--- src/rtl/smi_tx_ctrl_pkg.sv ---
// Shared definitions for the SMI write-direction controller.
// Holds the ioc register codes, the SMI addresses of the two TX FIFOs,
// the status byte bit positions and the controller's enum types.
package smi_tx_ctrl_pkg;

  localparam logic [4:0] IOC_VERSION = 5'd0;
  localparam logic [4:0] IOC_STATUS  = 5'd1;
  localparam logic [4:0] IOC_CLEAR   = 5'd2;

  localparam logic [2:0] SMI_ADDR_09 = 3'b100;
  localparam logic [2:0] SMI_ADDR_24 = 3'b101;

  localparam int ST_FULL_09   = 0;
  localparam int ST_FULL_24   = 1;
  localparam int ST_OVF_09    = 2;
  localparam int ST_OVF_24    = 3;
  localparam int ST_FRAME_ERR = 4;
  localparam int ST_PENDING   = 5;
  localparam int ST_ADDR_ERR  = 6;

  // Status bits that are sticky and write-1-to-clear.
  localparam logic [7:0] STICKY_MASK = 8'h5C;

  typedef enum logic {
    ST_COLLECT = 1'b0,
    ST_PUSH    = 1'b1
  } tx_state_t;

  typedef enum logic {
    CH_09 = 1'b0,
    CH_24 = 1'b1
  } tx_chan_t;

endpackage

--- src/rtl/smi_sync_edge.sv ---
// Synchroniser for an asynchronous SMI strobe plus its qualifying bus,
// with rising-edge detection on the synchronised strobe.
// Ports:
//   i_sys_clk, i_reset_n : system clock, async active-low reset
//   async_strobe         : pad strobe (idles high)
//   async_data           : pad bus sampled alongside the strobe
//   data_sync            : bus after SYNC_STAGES flops
//   strobe_rise          : one-cycle pulse on a synced 0->1 strobe edge;
//                          data_sync is valid in the same cycle
module smi_sync_edge #(
  parameter int SYNC_STAGES = 2,
  parameter int DATA_W      = 11
) (
  input  logic              i_sys_clk,
  input  logic              i_reset_n,
  input  logic              async_strobe,
  input  logic [DATA_W-1:0] async_data,
  output logic [DATA_W-1:0] data_sync,
  output logic              strobe_rise
);

  logic [SYNC_STAGES-1:0] strobe_chain;
  logic [DATA_W-1:0]      data_chain [SYNC_STAGES];
  logic                   strobe_last;
  logic                   strobe_sync;

  // Chains reset to an idle (high) strobe so release never fakes an edge.
  always_ff @(posedge i_sys_clk or negedge i_reset_n) begin
    if (!i_reset_n) begin
      strobe_chain <= '1;
      strobe_last  <= 1'b1;
      for (int i = 0; i < SYNC_STAGES; i++) data_chain[i] <= '0;
    end else begin
      strobe_chain[0] <= async_strobe;
      data_chain[0]   <= async_data;
      for (int i = 1; i < SYNC_STAGES; i++) begin
        strobe_chain[i] <= strobe_chain[i-1];
        data_chain[i]   <= data_chain[i-1];
      end
      strobe_last <= strobe_chain[SYNC_STAGES-1];
    end
  end

  assign strobe_sync = strobe_chain[SYNC_STAGES-1];
  assign data_sync   = data_chain[SYNC_STAGES-1];
  assign strobe_rise = strobe_sync & ~strobe_last;

endmodule

--- src/rtl/smi_tx_ctrl.sv ---
// SMI write-direction controller. Packs four SMI bytes (MSB first) into a
// 32-bit word and pushes it into the 0.9 GHz or 2.4 GHz TX FIFO chosen by
// the SMI address of the word's first byte.
// Ports:
//   i_sys_clk, i_reset_n                 : clock, async active-low reset
//   i_ioc, i_data_in, o_data_out         : ioc register select/write/read data
//   i_cs, i_fetch_cmd, i_load_cmd        : module select, read and write strobes
//   i_smi_a, i_smi_swe_srw, i_smi_data_in: SMI pads (address, write strobe, data)
//   o_smi_write_req                      : addressed TX FIFO can accept data
//   o_fifo_09_push/_push_data, i_fifo_09_full : 0.9 GHz FIFO interface
//   o_fifo_24_push/_push_data, i_fifo_24_full : 2.4 GHz FIFO interface
//   o_address_error                      : sticky invalid-address flag
module smi_tx_ctrl
  import smi_tx_ctrl_pkg::*;
#(
  parameter int         SYNC_STAGES    = 2,
  parameter logic [7:0] MODULE_VERSION = 8'h01
) (
  input  logic        i_sys_clk,
  input  logic        i_reset_n,
  input  logic [4:0]  i_ioc,
  input  logic [7:0]  i_data_in,
  output logic [7:0]  o_data_out,
  input  logic        i_cs,
  input  logic        i_fetch_cmd,
  input  logic        i_load_cmd,
  input  logic [2:0]  i_smi_a,
  input  logic        i_smi_swe_srw,
  input  logic [7:0]  i_smi_data_in,
  output logic        o_smi_write_req,
  output logic        o_fifo_09_push,
  output logic [31:0] o_fifo_09_push_data,
  input  logic        i_fifo_09_full,
  output logic        o_fifo_24_push,
  output logic [31:0] o_fifo_24_push_data,
  input  logic        i_fifo_24_full,
  output logic        o_address_error
);

  logic [10:0] smi_bus_sync;
  logic [2:0]  smi_addr_sync;
  logic [7:0]  smi_byte_sync;
  logic        byte_rise;
  logic        addr_ok;
  tx_chan_t    byte_ch;

  tx_state_t   state, state_nxt;
  logic [1:0]  byte_cnt, byte_cnt_nxt;
  logic [31:0] shift_reg, shift_nxt;
  tx_chan_t    word_ch, word_ch_nxt;
  logic [7:0]  sticky, sticky_set, sticky_clr;
  logic [7:0]  status;

  // Pad to i_sys_clk boundary
  smi_sync_edge #(
    .SYNC_STAGES (SYNC_STAGES),
    .DATA_W      (11)
  ) u_sync (
    .i_sys_clk    (i_sys_clk),
    .i_reset_n    (i_reset_n),
    .async_strobe (i_smi_swe_srw),
    .async_data   ({i_smi_a, i_smi_data_in}),
    .data_sync    (smi_bus_sync),
    .strobe_rise  (byte_rise)
  );

  assign smi_addr_sync = smi_bus_sync[10:8];
  assign smi_byte_sync = smi_bus_sync[7:0];
  assign addr_ok = (smi_addr_sync == SMI_ADDR_09) || (smi_addr_sync == SMI_ADDR_24);
  assign byte_ch = (smi_addr_sync == SMI_ADDR_24) ? CH_24 : CH_09;

  always_comb begin
    case (smi_addr_sync)
      SMI_ADDR_09: o_smi_write_req = ~i_fifo_09_full;
      SMI_ADDR_24: o_smi_write_req = ~i_fifo_24_full;
      default:     o_smi_write_req = 1'b0;
    endcase
  end

  // Packing FSM: next state, word assembly, push outputs, flag sets
  always_comb begin
    state_nxt           = state;
    byte_cnt_nxt        = byte_cnt;
    shift_nxt           = shift_reg;
    word_ch_nxt         = word_ch;
    sticky_set          = 8'h00;
    o_fifo_09_push      = 1'b0;
    o_fifo_24_push      = 1'b0;
    o_fifo_09_push_data = 32'h0;
    o_fifo_24_push_data = 32'h0;

    if (state == ST_PUSH) begin
      state_nxt    = ST_COLLECT;
      byte_cnt_nxt = 2'd0;
      if (word_ch == CH_09) begin
        if (i_fifo_09_full) begin
          sticky_set[ST_OVF_09] = 1'b1;
        end else begin
          o_fifo_09_push      = 1'b1;
          o_fifo_09_push_data = shift_reg;
        end
      end else begin
        if (i_fifo_24_full) begin
          sticky_set[ST_OVF_24] = 1'b1;
        end else begin
          o_fifo_24_push      = 1'b1;
          o_fifo_24_push_data = shift_reg;
        end
      end
    end

    if (byte_rise) begin
      if (!addr_ok) begin
        sticky_set[ST_ADDR_ERR] = 1'b1;
      end else if (state == ST_PUSH) begin
        // The word being pushed is already in shift_reg this cycle, so the
        // new byte can safely start the next word.
        shift_nxt    = {24'h0, smi_byte_sync};
        byte_cnt_nxt = 2'd1;
        word_ch_nxt  = byte_ch;
      end else if ((byte_cnt != 2'd0) && (byte_ch != word_ch)) begin
        sticky_set[ST_FRAME_ERR] = 1'b1;
        shift_nxt    = {24'h0, smi_byte_sync};
        byte_cnt_nxt = 2'd1;
        word_ch_nxt  = byte_ch;
      end else begin
        shift_nxt = {shift_reg[23:0], smi_byte_sync};
        if (byte_cnt == 2'd0) word_ch_nxt = byte_ch;
        if (byte_cnt == 2'd3) begin
          state_nxt    = ST_PUSH;
          byte_cnt_nxt = 2'd0;
        end else begin
          byte_cnt_nxt = byte_cnt + 2'd1;
        end
      end
    end
  end

  assign sticky_clr = (i_cs && i_load_cmd && (i_ioc == IOC_CLEAR)) ? i_data_in : 8'h00;

  assign status = (sticky & STICKY_MASK)
                | {2'b00, (byte_cnt != 2'd0), 3'b000, i_fifo_24_full, i_fifo_09_full};

  assign o_address_error = sticky[ST_ADDR_ERR];

  // Registered state, word and register interface
  always_ff @(posedge i_sys_clk or negedge i_reset_n) begin
    if (!i_reset_n) begin
      state      <= ST_COLLECT;
      byte_cnt   <= 2'd0;
      shift_reg  <= 32'h0;
      word_ch    <= CH_09;
      sticky     <= 8'h00;
      o_data_out <= 8'h00;
    end else begin
      state     <= state_nxt;
      byte_cnt  <= byte_cnt_nxt;
      shift_reg <= shift_nxt;
      word_ch   <= word_ch_nxt;
      // A flag raised in the same cycle as its clear stays set.
      sticky    <= (sticky_set | (sticky & ~sticky_clr)) & STICKY_MASK;
      if (i_cs && i_fetch_cmd) begin
        case (i_ioc)
          IOC_VERSION: o_data_out <= MODULE_VERSION;
          IOC_STATUS:  o_data_out <= status;
          default:     o_data_out <= 8'h00;
        endcase
      end
    end
  end

endmodule

--- config.mk ---
export PLATFORM = sky130hd
export DESIGN_NAME = smi_tx_ctrl
export DESIGN_NICKNAME = d
export VERILOG_FILES = /design/src/rtl/smi_tx_ctrl_pkg.sv /design/src/rtl/smi_sync_edge.sv /design/src/rtl/smi_tx_ctrl.sv
export SDC_FILE = /design/constraint.sdc
export NUM_CORES = 1
export LEC_CHECK = 0
export ABC_CLOCK_PERIOD_IN_PS = 2250
export BUFFER_PORTS_ARGS = -buffer_cell sky130_fd_sc_hd__buf_2
export CAP_MARGIN = 0
export CELL_PAD_IN_SITES_DETAIL_PLACEMENT = 0
export CELL_PAD_IN_SITES_GLOBAL_PLACEMENT = 1
export CORE_ASPECT_RATIO = 1.2
export CORE_MARGIN = 2
export CORE_UTILIZATION = 25
export DETAILED_ROUTE_END_ITERATION = 10
export PLACE_DENSITY_LB_ADDON = 0.05
export SETUP_SLACK_MARGIN = 0.2
export SLEW_MARGIN = 0
export SYNTH_ARGS = -nofsm -noshare
export SYNTH_HDL_FRONTEND = slang
export SYNTH_SLANG_ARGS = --single-unit
--- constraint.sdc ---
create_clock -name i_sys_clk -period 2.25 [get_ports i_sys_clk]
set_clock_uncertainty 0.05 [all_clocks]
set_input_delay 0.225 -clock i_sys_clk [delete_from_list [all_inputs] [get_ports i_sys_clk]]
set_output_delay 0.225 -clock i_sys_clk [all_outputs]
set_load 0.01 [all_outputs]
Word level (Yosys, flattened, before mapping)

Cells that the tools add are included.

Register bits after elaboration: 73
Bits of input ports: 32
Output and inout port bits: 76

Add/sub/neg operators: 1
Equality and inequality tests: 6
Mux-type cells: 43
Bitwise logic cells: 8
Reduce and logical (&&, ||, !) cells: 11

Operators by type and width:

| operator              | number |
|---|---|
| $mux W32              | 8 |
| $mux W1               | 25 |
| $mux W2               | 7 |
| $pmux W7 S2           | 1 |
| $and A7 B7 Y7         | 1 |
| $mux W7               | 1 |
| $not A7 Y7            | 1 |
| $or A7 B6 Y7          | 1 |
| $or A7 B7 Y7          | 1 |
| $eq A3 B3 Y1 const B  | 2 |
| $eq A5 B1 Y1 const B  | 1 |
| $eq A5 B2 Y1 const B  | 1 |
| $logic_not A5 Y1      | 1 |
| $logic_and A1 B1 Y1   | 4 |
| $not A1 Y1            | 3 |
| $reduce_and A3 Y1     | 1 |
| $reduce_bool A3 Y1    | 1 |
| $add A2 B1 Y2 const B | 1 |
| $eq A2 B2 Y1 const B  | 1 |
| $logic_not A2 Y1      | 1 |
| $pmux W1 S2           | 1 |
| $reduce_and A2 Y1     | 1 |
| $reduce_bool A2 Y1    | 1 |
| $and A1 B1 Y1         | 1 |
| 2 further kinds       | 2 |

Logic depth before layout (Yosys ltp)

Gate-level depths: netlist of the first run.

Depth after elaboration: 9
Gate-level depth with buffers: 6
Depth with buffers taken out: 5

Modules after synthesis

Synthesis of the first run repeated with hierarchy kept, for this count alone.

Cell total of the unflattened synthesis: 310
Area, all modules: 3372.0 µm²

Modules (own cells, without submodules):

| module        | instances | cells an instance | area each (µm²) | seq. area each (µm²) |
|---|---|---|---|---|
| smi_tx_ctrl   | 1         | 273               | 2646.3          | 1176.1 |
| smi_sync_edge | 1         | 37                | 725.7           | 629.4 |

Worst setup path before layout of the first run

No wires, ideal clock.

Path kind: reg-to-output
Start: register word_ch
End: output port o_fifo_24_push_data[22]
Data arrival time: 1.132 ns
Path slack: 0.843 ns
Cell stages (with the launch flop): 5
Cell sequence: dfrtp_1 > inv_2 > nor3_4 > buf_2 > and2_1

Longest elaborated chain between the ends: 2

Ends and longest elaborated chain:

| item                   | line               | source |
|---|---|---|
| start, declared        | smi_tx_ctrl.sv:50  | `tx_chan_t word_ch, word_ch_nxt;` |
| start signal, assigned | smi_tx_ctrl.sv:159 | `word_ch <= word_ch_nxt;` |
| $mux W32               | smi_tx_ctrl.sv:95  | `if (word_ch == CH_09) begin` |
| $mux W32               | smi_tx_ctrl.sv:92  | `if (state == ST_PUSH) begin` |
| end, declared          | smi_tx_ctrl.sv:35  | `output logic [31:0] o_fifo_24_push_data,` |

No other way between the ends.

Worst setup path in the final report of the first run

Start: register state
End: output port o_fifo_24_push_data[30]

Longest elaborated chain between the ends: 1

Ends and longest elaborated chain:

| item                   | line               | source |
|---|---|---|
| start, declared        | smi_tx_ctrl.sv:47  | `tx_state_t state, state_nxt;` |
| start signal, assigned | smi_tx_ctrl.sv:156 | `state <= state_nxt;` |
| $mux W32               | smi_tx_ctrl.sv:92  |  |

No other way between the ends.

==> results of run 1 <==
## area by class of cell
cell class	instances	area, µm²	share of cell area
Clock inverter	7	143.9	0.03241
Multi-Input combinational cell	208	1282	0.2889
Inverter	6	22.52	0.005073
Clock buffer	9	225.2	0.05073
Sequential cell	72	1807	0.4070
Timing Repair Buffer	123	753.2	0.1697
Tap cell	164	205.2	0.04622
## power by group
part / switching, W / internal, W / leakage (nW)
logic: 0.000268 / 0.000185 / 1.16
clock network: 0.000554 / 0.00120 / 0.172
registers: 0.000180 / 0.00148 / 0.907
## layer usage
metal | vias to the layer above | share of wire | global-route usage
li1 | 1236 | - | -
met1 | 1198 | 0.44 | 0.1520
met2 | 58 | 0.50 | 0.2061
met3 | 5 | 0.044 | 0.02745
met4 | 0 | 0.012 | 0.04299
met5 | - | 0 | 0
## stage by stage
stage / setup slack (ns) / total power, W / area, µm² / util / cells
2_1_floorplan: 0.8429 / 0.001957 / 3219 / - / 306
3_3_place_gp: 0.4984 / 0.002130 / 3931 / 0.3117 / 559
3_5_place_dp: 0.4922 / 0.002150 / 3931 / 0.3117 / 559
4_1_cts: 0.1904 / 0.003944 / 4438 / 0.3519 / 589
5_1_grt: 0.2028 / 0.004068 / 4439 / 0.3520 / 589
6_report: 0.3293 / 0.003868 / 4439 / 0.3520 / 589
## cells by family (layout without fill, tap and decap cells)
kind of cell,Yosys count,count (layout)
AO/OA/AOI/OAI,41,41
XOR/XNOR,1,1
adder cells (fa/ha/maj),2,2
buffers and inverters,26,145
flip-flops,72,72
multiplexers,2,2
other,1,1
AND/OR/NAND/NOR,161,161
## layout by cell type (no fill, tap or decap), types with 3 or more instances in the layout
cell type,instances
sky130_fd_sc_hd__buf_2,101
sky130_fd_sc_hd__dfrtp_1,68
sky130_fd_sc_hd__and2_1,64
sky130_fd_sc_hd__nand2_1,51
sky130_fd_sc_hd__nand3_1,28
sky130_fd_sc_hd__o21ai_2,20
sky130_fd_sc_hd__dlygate4sd3_1,13
sky130_fd_sc_hd__clkbuf_16,9
sky130_fd_sc_hd__a22o_1,7
sky130_fd_sc_hd__buf_4,5
sky130_fd_sc_hd__inv_1,4
sky130_fd_sc_hd__a32o_1,4
sky130_fd_sc_hd__bufinv_16,4
sky130_fd_sc_hd__buf_12,4
sky130_fd_sc_hd__nor2_1,3
sky130_fd_sc_hd__a21oi_1,3
sky130_fd_sc_hd__o21ai_0,3
sky130_fd_sc_hd__dfstp_2,3
## how the worst min path moves through the flow
stage | cells after the start | startpoint | slack [ns] | endpoint
floorplan | 0 | i_reset_n | -0.12 | byte_cnt[0]
global placement | 1 | i_reset_n | 0.20 | shift_reg[25]
CTS | 3 | i_data_in[2] | 0.14 | sticky[2]
finish | 3 | i_data_in[2] | 0.15 | sticky[2]
detailed placement | 1 | i_reset_n | 0.20 | shift_reg[25]
global route | 3 | i_data_in[2] | 0.16 | sticky[2]
## what timing repair did
item / CTS / global route
endpoints found under the hold margin: 50 / 0
pin swaps: 2 / 0
hold buffers: 13 / 0
buffers inserted: 1 / 0
endpoints found under the setup margin: 58 / 61
gates resized for setup: 0 / 1
## worst max-delay path: stages, from the launching register on
cell and delay [ns]:
sky130_fd_sc_hd__dfrtp_2 0.43, sky130_fd_sc_hd__inv_2 0.14, sky130_fd_sc_hd__nor3_4 0.28, sky130_fd_sc_hd__buf_12 0.20, sky130_fd_sc_hd__and2_1 0.14, sky130_fd_sc_hd__buf_2 0.13
==> metrics.cfg, run 1 <==
[floorplanning]
design.core.area_mm2=0.01261
io_pins=108
fp.dieH_um=128.3
fp.dieArea_mm2=0.01380
die_w_um=107.6
fp-row-count=45
initial_utilization=0.2553

[cts]
cts.path.max_buffers=2
clock_sink_count=72
path_clk_slew_ns=0.06
clock_latency_on_the_worst_skew_pair_ns=0.33
ctsHtreeMaxLevel=3
cts_inserted_buffers=9
cts_tree=built
root_buffer=sky130_fd_sc_hd__clkbuf_16

[synthesis]
main_combinational_cell_family_by_area_after_synthesis=simple AND/OR/NAND/NOR gates
synth_edf_count=0
synth_largest_area_cell=sky130_fd_sc_hd__dfrtp_1
post_synth_and_or_nand_nor_area_fraction=0.2744
syn-mean-instance-area_um2=10.52
total_of_flip_flops_plus_latches_after_synthesis=72
synth_top_flop_cell=sky130_fd_sc_hd__dfrtp_1
synthTopCellsByCount=sky130_fd_sc_hd__dfrtp_1, sky130_fd_sc_hd__and2_1, sky130_fd_sc_hd__nand2_1
synth_area_in_compound_gates=0.1030
netlist.area_leader.share=0.5363
most_common_cell_in_the_synthesized_netlist=sky130_fd_sc_hd__dfrtp_1
netlist-cell-type-count=37
synth_fa_ha_area_frac=0.007773
synthTopCellsByArea=sky130_fd_sc_hd__dfrtp_1, sky130_fd_sc_hd__and2_1, sky130_fd_sc_hd__nand2_1
synth-seq-area-share=0.5608
async_reset_ff_frac=1.000
synthCells=306
synth_xor_xnor_area_share=0.002721
postSynthNetCount=340
post_synth_instance_area_mm2=0.003219
synth.mux.area_fraction=0.007773
synthesis.yosys.warnings=0

[power_and_ir_drop]
power.static_leakage_nw=2.242
irDropWorstVdd_uv=452.4
cellPowerDensity_mw_per_mm2=871.3

[sta]
fin_hold_ws_ns=0.1469
rsz0062_at_grt=no
setup-violations-final=0
slew_viol_final=0
slew_at_the_pin_closest_to_its_max_slew_limit_ns=0.5317
slew-limit-headroom=0.6455
fmaxAchievable_mhz=520.6
fin_tns_setup_ns=0
layout_worst_path_cycle_share=0.8537
hold_viol_final=0
period_minus_slack_ns=1.921

[detailed_routing]
drt-wirelength-per-cell_um=13.92
vias_per_cell=4.239
detailroute.via_count=2497
postRouteWirelength_um=8196
drt_iter0_drc=92
detailedRoute.firstPassIterationCount=4
drc=0
antenna_violating_nets_post_route=0

[placed_design]
port_buffers=102
globalplace.congestion=0.7055
place.detailed.hpwl_um=5681

[worst_setup_path]
worst_r2r_startpoint=u_sync.strobe_chain[1]
cp-startpoint=state
critical_path_arrival_ns=1.65
startpoint_type=flip-flop
register_to_register_path_setup_slack_ns=0.55
critPathMaxFanout=30
cp-endpoint=o_fifo_24_push_data[30]
timing.critical_path.to_type=primary output
reg2reg_depth=4
timing.setup.critical_path_class=reg -> out
reg2reg_capture_point=shift_reg[15]
cp_data_required_time_ns=1.98

[global_routing]
grt_start_max_net_pins=40
grt_util_all_layers=0.1216
first_global_vias=2399
grt_pass1_wl_um=12710
number_of_antenna_violations_at_the_first_check_in_global_routing=0
residual_overflow_from_global_routing=0

[cells_and_area]
final_layout_size_suffix_gt1_frac=0.3741
largest_register_ff_count=32
p_r_area_growth_vs_syn_pct=37.89
final_net_count=454
antenna_cells=0
fillerInstances=1332

[worst_hold_path]
hold_class=in -> reg

[run]
max_cap_viol_count=0

[run_status]
outcome=complete, no violations

(Power assumes the default switching activity.)
==> run 2, diff against run 1 <==
- CELL_PAD_IN_SITES_DETAIL_PLACEMENT: 0 -> default
- CELL_PAD_IN_SITES_GLOBAL_PLACEMENT: 1 -> default
- CTS_BUF_LIST: default -> sky130_fd_sc_hd__clkbuf_4
==> metrics.cfg, run 2 (synthesized netlist as in run 1, its figures left out) <==
[detailed_routing]
drt-wirelength-per-cell_um=13.29
antenna_violating_nets_post_route=0
postRouteWirelength_um=7828
drc=0
drt_iter0_drc=94
vias_per_cell=4.285
detailedRoute.firstPassIterationCount=4
detailroute.via_count=2524

[cts]
cts_inserted_buffers=9
clock_latency_on_the_worst_skew_pair_ns=0.42
clock_sink_count=72
root_buffer=sky130_fd_sc_hd__clkbuf_4
path_clk_slew_ns=0.12
cts_tree=built
ctsHtreeMaxLevel=3
cts.path.max_buffers=2

[sta]
setup-violations-final=0
hold_viol_final=0
setup_slack_ns=0.3366
fin_tns_setup_ns=0
rsz0062_at_grt=no
fmaxAchievable_mhz=522.6
slew_viol_final=0
period_minus_slack_ns=1.913
layout_worst_path_cycle_share=0.8504

[worst_setup_path]
timing.critical_path.buf_inv=3
critPathSlowestCell=sky130_fd_sc_hd__dfrtp_2
cp_data_required_time_ns=1.98
timing.critical_path.to_type=primary output
crit_chain=inv_2 -> nor3_4 -> buf_12 -> and2_1 -> buf_2
timing.setup.critical_path_class=reg -> out
reg2reg_depth=5
critical-path-max-stage-delay_ns=0.46
cp.depth=5
cp_delay_by_family_top=flip-flops
critPathMaxFanout=33
critical_path_arrival_ns=1.64
startpoint_type=flip-flop

[floorplanning]
die_w_um=107.6
io_pins=108
fp.dieArea_mm2=0.01380
initial_utilization=0.2553
fp.dieH_um=128.3
design.core.area_mm2=0.01261
fp-row-count=45

[cells_and_area]
final_layout_size_suffix_gt1_frac=0.3703
layout.cells.most_common_list=sky130_fd_sc_hd__buf_2, sky130_fd_sc_hd__dfrtp_1, sky130_fd_sc_hd__and2_1, sky130_fd_sc_hd__nand2_1, sky130_fd_sc_hd__nand3_1
final_net_count=453
p_r_area_growth_vs_syn_pct=29.23
most_common_cell_after_layout_fill_and_taps_aside=sky130_fd_sc_hd__buf_2
largest_register_ff_count=32

[global_routing]
grt_start_max_net_pins=41
number_of_antenna_violations_at_the_first_check_in_global_routing=1
first_global_vias=2426
residual_overflow_from_global_routing=0
grt_util_all_layers=0.1215
grt_pass1_wl_um=12900

[placed_design]
worst_case_setup_slack_after_placement_ns=0.5692
port_buffers=102
place.detailed.hpwl_um=5105
globalplace.congestion=0.7865

[power_and_ir_drop]
power.static_leakage_nw=2.122
cellPowerDensity_mw_per_mm2=671.4
irDropWorstVdd_uv=336.9

[worst_hold_path]
hold_class=in -> reg
worst_hold_path.num_cells=3

[run_status]
outcome=complete, no violations

[run]
max_cap_viol_count=0

-- run 2: cell count changes in the layout (fill, tap and decap cells not counted) --
cell / change
sky130_fd_sc_hd__clkbuf_16: -9
sky130_fd_sc_hd__clkbuf_4: +9
sky130_fd_sc_hd__bufinv_16: -4
sky130_fd_sc_hd__clkinv_2: +3
sky130_fd_sc_hd__clkinv_1: +2
sky130_fd_sc_hd__buf_12: -1
sky130_fd_sc_hd__clkinvlp_4: -1
sky130_fd_sc_hd__dfrtp_1: -1
sky130_fd_sc_hd__dfrtp_2: +1
sky130_fd_sc_hd__diode_2: +1
-- run 2: report_power, final --
group	total [W]	internal (W)	switching, W
clock	0.000690	0.000216	0.000474
sequential	0.00165	0.00148	0.000167
combinational	0.000454	0.000187	0.000268
total	0.00279	0.00188	0.000909
-- run 2: per-layer routing --
| metal | vias to the layer above | GRT usage | part of all wire | wire, µm |
|---|---|---|---|---|
| met2 | 71 | 0.1846 | 0.45 | 3542 |
| met1 | 1194 | 0.1667 | 0.48 | 3770 |
| met3 | 13 | 0.01932 | 0.041 | 321 |
| met4 | 0 | 0.06335 | 0.025 | 194 |
| met5 | - | 0 | 0 | 0 |
| li1 | 1246 | - | - | - |
-- run 2: repair_timing --
action,in CTS,in global routing
setup buffers,0,1
pin swaps,0,0
hold buffers,13,0
setup endpoints to repair,65,62
hold endpoints to repair,41,0
resized for setup,4,4
-- run 2: cell type report --
class	instances	area, µm²
antenna	1	2.502
clock buffer	9	67.56
clock inverter	7	38.79
fill	1334	8452
inverter	6	22.52
multi-input combinational	208	1282
sequential	72	1808
tap	164	205.2
timing repair buffer	122	733.2
-- run 2: through the flow --
step                      cell area (µm²)  instances  total power, W  hold slack [ns]    util
after floorplan                      3219        306        0.001957          -0.1206       -
final                                4160        589        0.002793          0.06089  0.3299
after detailed placement             3886        558        0.002129           0.1739  0.3081
after global routing                 4160        589        0.003010          0.03316  0.3299
after CTS                            4133        587        0.002851          0.02737  0.3277
after global placement               3886        558        0.002115           0.1664  0.3081
-- run 2: worst register-to-register path: cells and delay by family (launching register included) --
| family | cells | cell delay, ns |
|---|---|---|
| compound gates | 1 | 0.19 |
| fa+ha+maj | 1 | 0.24 |
| buf+inv | 1 | 0.06 |
| flops | 1 | 0.41 |
| mux | 1 | 0.45 |
| simple gates | 1 | 0.16 |
-- run 2: path summary, 6_finish.rpt --
| check | start | endpoint | slack [ns] |
|---|---|---|---|
| max in group asynchronous | i_reset_n | shift_reg[19] | 1.33 |
| min in group asynchronous | i_reset_n | shift_reg[26] | 0.24 |
| min | i_data_in[2] | sticky[2] | 0.06 |
| max reg2reg | byte_cnt[0] | shift_reg[9] | 0.56 |
| min reg2reg | u_sync.data_chain[21] | u_sync.data_sync[10] | 0.31 |
| max | state | o_fifo_24_push_data[15] | 0.34 |
==> run 3, diff against run 2 <==
- PLACE_DENSITY: default -> 0.51
- PLACE_DENSITY_LB_ADDON: 0.05 -> default
==> metrics.cfg, run 3 (synthesized netlist as in run 1, its figures left out) <==
[cts]
ctsHtreeMaxLevel=3
cts.path.max_buffers=2
clock_latency_on_the_worst_skew_pair_ns=0.41
clock_sink_count=72
cts_tree=built
root_buffer=sky130_fd_sc_hd__clkbuf_4
cts_inserted_buffers=9
path_clk_slew_ns=0.11

[cells_and_area]
multi_input_area_mm2=0.001282
largest_register_ff_count=32
final_net_count=454
antenna_cells=0
layout.cell_area.non_filler_mm2=0.004207
layout.cells.most_common_list=sky130_fd_sc_hd__buf_2, sky130_fd_sc_hd__dfrtp_1, sky130_fd_sc_hd__and2_1, sky130_fd_sc_hd__nand2_1, sky130_fd_sc_hd__nand3_1
post-route-util=0.3335
fillerInstances=1306
final_layout_size_suffix_gt1_frac=0.3765
seqCellArea_mm2=0.001808
most_common_cell_after_layout_fill_and_taps_aside=sky130_fd_sc_hd__buf_2
finalNonFillerCells=589
p_r_area_growth_vs_syn_pct=30.66

[power_and_ir_drop]
power.static_leakage_nw=2.143
cellPowerDensity_mw_per_mm2=718.0
irDropWorstVdd_uv=332.6

[global_routing]
residual_overflow_from_global_routing=0
grt_start_max_net_pins=72
grt_pass1_wl_um=12160
number_of_antenna_violations_at_the_first_check_in_global_routing=0
grt_util_all_layers=0.1138
first_global_vias=2353

[worst_setup_path]
reg2reg_depth=5
cp_data_required_time_ns=1.98
timing.critical_path.to_type=primary output
register_to_register_path_setup_slack_ns=0.55
critical_path_arrival_ns=1.61
timing.setup.critical_path_class=reg -> out
startpoint_type=flip-flop
reg2reg_capture_point=shift_reg[8]
worst_r2r_startpoint=byte_cnt[0]
critPathMaxFanout=33

[placed_design]
post_place_instance_area_mm2=0.003881
globalplace.congestion=0.7675
port_buffers=102
place.detailed.hpwl_um=4918
place_inst=559
worst_case_setup_slack_after_placement_ns=0.5754

[floorplanning]
io_pins=108
initial_utilization=0.2553
fp.dieH_um=128.3
fp.dieArea_mm2=0.01380
die_w_um=107.6
design.core.area_mm2=0.01261
fp-row-count=45

[detailed_routing]
vias_per_cell=4.180
drt_iter0_drc=120
drt-wirelength-per-cell_um=12.66
antenna_violating_nets_post_route=0
detailroute.via_count=2462
drc=0
detailedRoute.firstPassIterationCount=6
postRouteWirelength_um=7457

[sta]
period_minus_slack_ns=1.890
slew_at_the_pin_closest_to_its_max_slew_limit_ns=0.9005
hold_viol_final=0
fmaxAchievable_mhz=529.1
rsz0062_at_grt=no
setup_slack_ns=0.3600
layout_worst_path_cycle_share=0.8400
setup-violations-final=0
slew-limit-headroom=0.3997
fin_tns_setup_ns=0
slew_viol_final=0

[worst_hold_path]
worst_hold_startpoint=i_data_in[6]
min_delay_worst_endpoint=sticky[6]
worst_hold_path.num_cells=3
hold_class=in -> reg

[run_status]
outcome=complete, no violations

[run]
max_cap_viol_count=0

run 3: cell count changes in the layout (fill, tap and decap cells not counted), sizes merged:
cell / before / now
clkinvlp: 1 / 2
clkbuf: 9 / 10
diode: 1 / 0
bufinv: 0 / 2
clkinv: 6 / 2
buf: 109 / 110
run 3: worst max-delay path: stages (launching register included):
cell and delay (ns):
sky130_fd_sc_hd__dfrtp_2 0.45, sky130_fd_sc_hd__inv_2 0.09, sky130_fd_sc_hd__nor3_4 0.20, sky130_fd_sc_hd__buf_12 0.20, sky130_fd_sc_hd__and2_1 0.15, sky130_fd_sc_hd__buf_2 0.13
run 3: layer usage:
metal / GRT usage / vias up / wire length, µm
li1: - / 1239 / -
met1: 0.1454 / 1145 / 3478
met2: 0.1887 / 71 / 3590
met3: 0.02593 / 7 / 288
met4: 0.04072 / 0 / 99
met5: 0 / - / 0
run 3: timing repair:
action,4_1_cts,5_1_grt
setup buffers,0,1
hold endpoints to repair,79,0
gates resized for setup,3,5
hold buffers,13,0
endpoints found under the setup margin,64,64
run 3: final cells by class:
| type | count | share of cell area |
|---|---|---|
| timing repair buffer | 123 | 0.1731 |
| clock inverter | 6 | 0.02023 |
| multi-input combinational | 208 | 0.3049 |
| tap | 164 | 0.04878 |
| inverter | 6 | 0.005354 |
| clock buffer | 10 | 0.01785 |
| sequential | 72 | 0.4298 |
run 3: stage by stage:
step / hold WS, ns / power, W
global placement: 0.2824 / 0.002099
global route: 0.06119 / 0.003214
finish: 0.07478 / 0.003020
floorplan: -0.1206 / 0.001957
CTS: 0.04044 / 0.003066
detailed placement: 0.2843 / 0.002126
run 3: power breakdown:
group	leakage, nW	internal (W)	switching [W]
Combinational	1.16	0.000185	0.000267
Sequential	0.906	0.00148	0.000175
Clock	0.0824	0.000459	0.000452
Total	2.14	0.00213	0.000894
run 3: how the worst max path moves through the flow:
stage / depth (start not counted) / endpoint / startpoint / slack, ns
finish: 5 / o_fifo_09_push_data[1] / state / 0.36
global route: 5 / o_fifo_09_push_data[1] / state / 0.20
CTS: 5 / o_fifo_09_push_data[22] / state / 0.21
detailed placement: 5 / shift_reg[8] / byte_cnt[0] / 0.58
global placement: 4 / shift_reg[23] / u_sync.strobe_chain[1] / 0.61
floorplan: 4 / o_fifo_24_push_data[22] / word_ch / 0.84
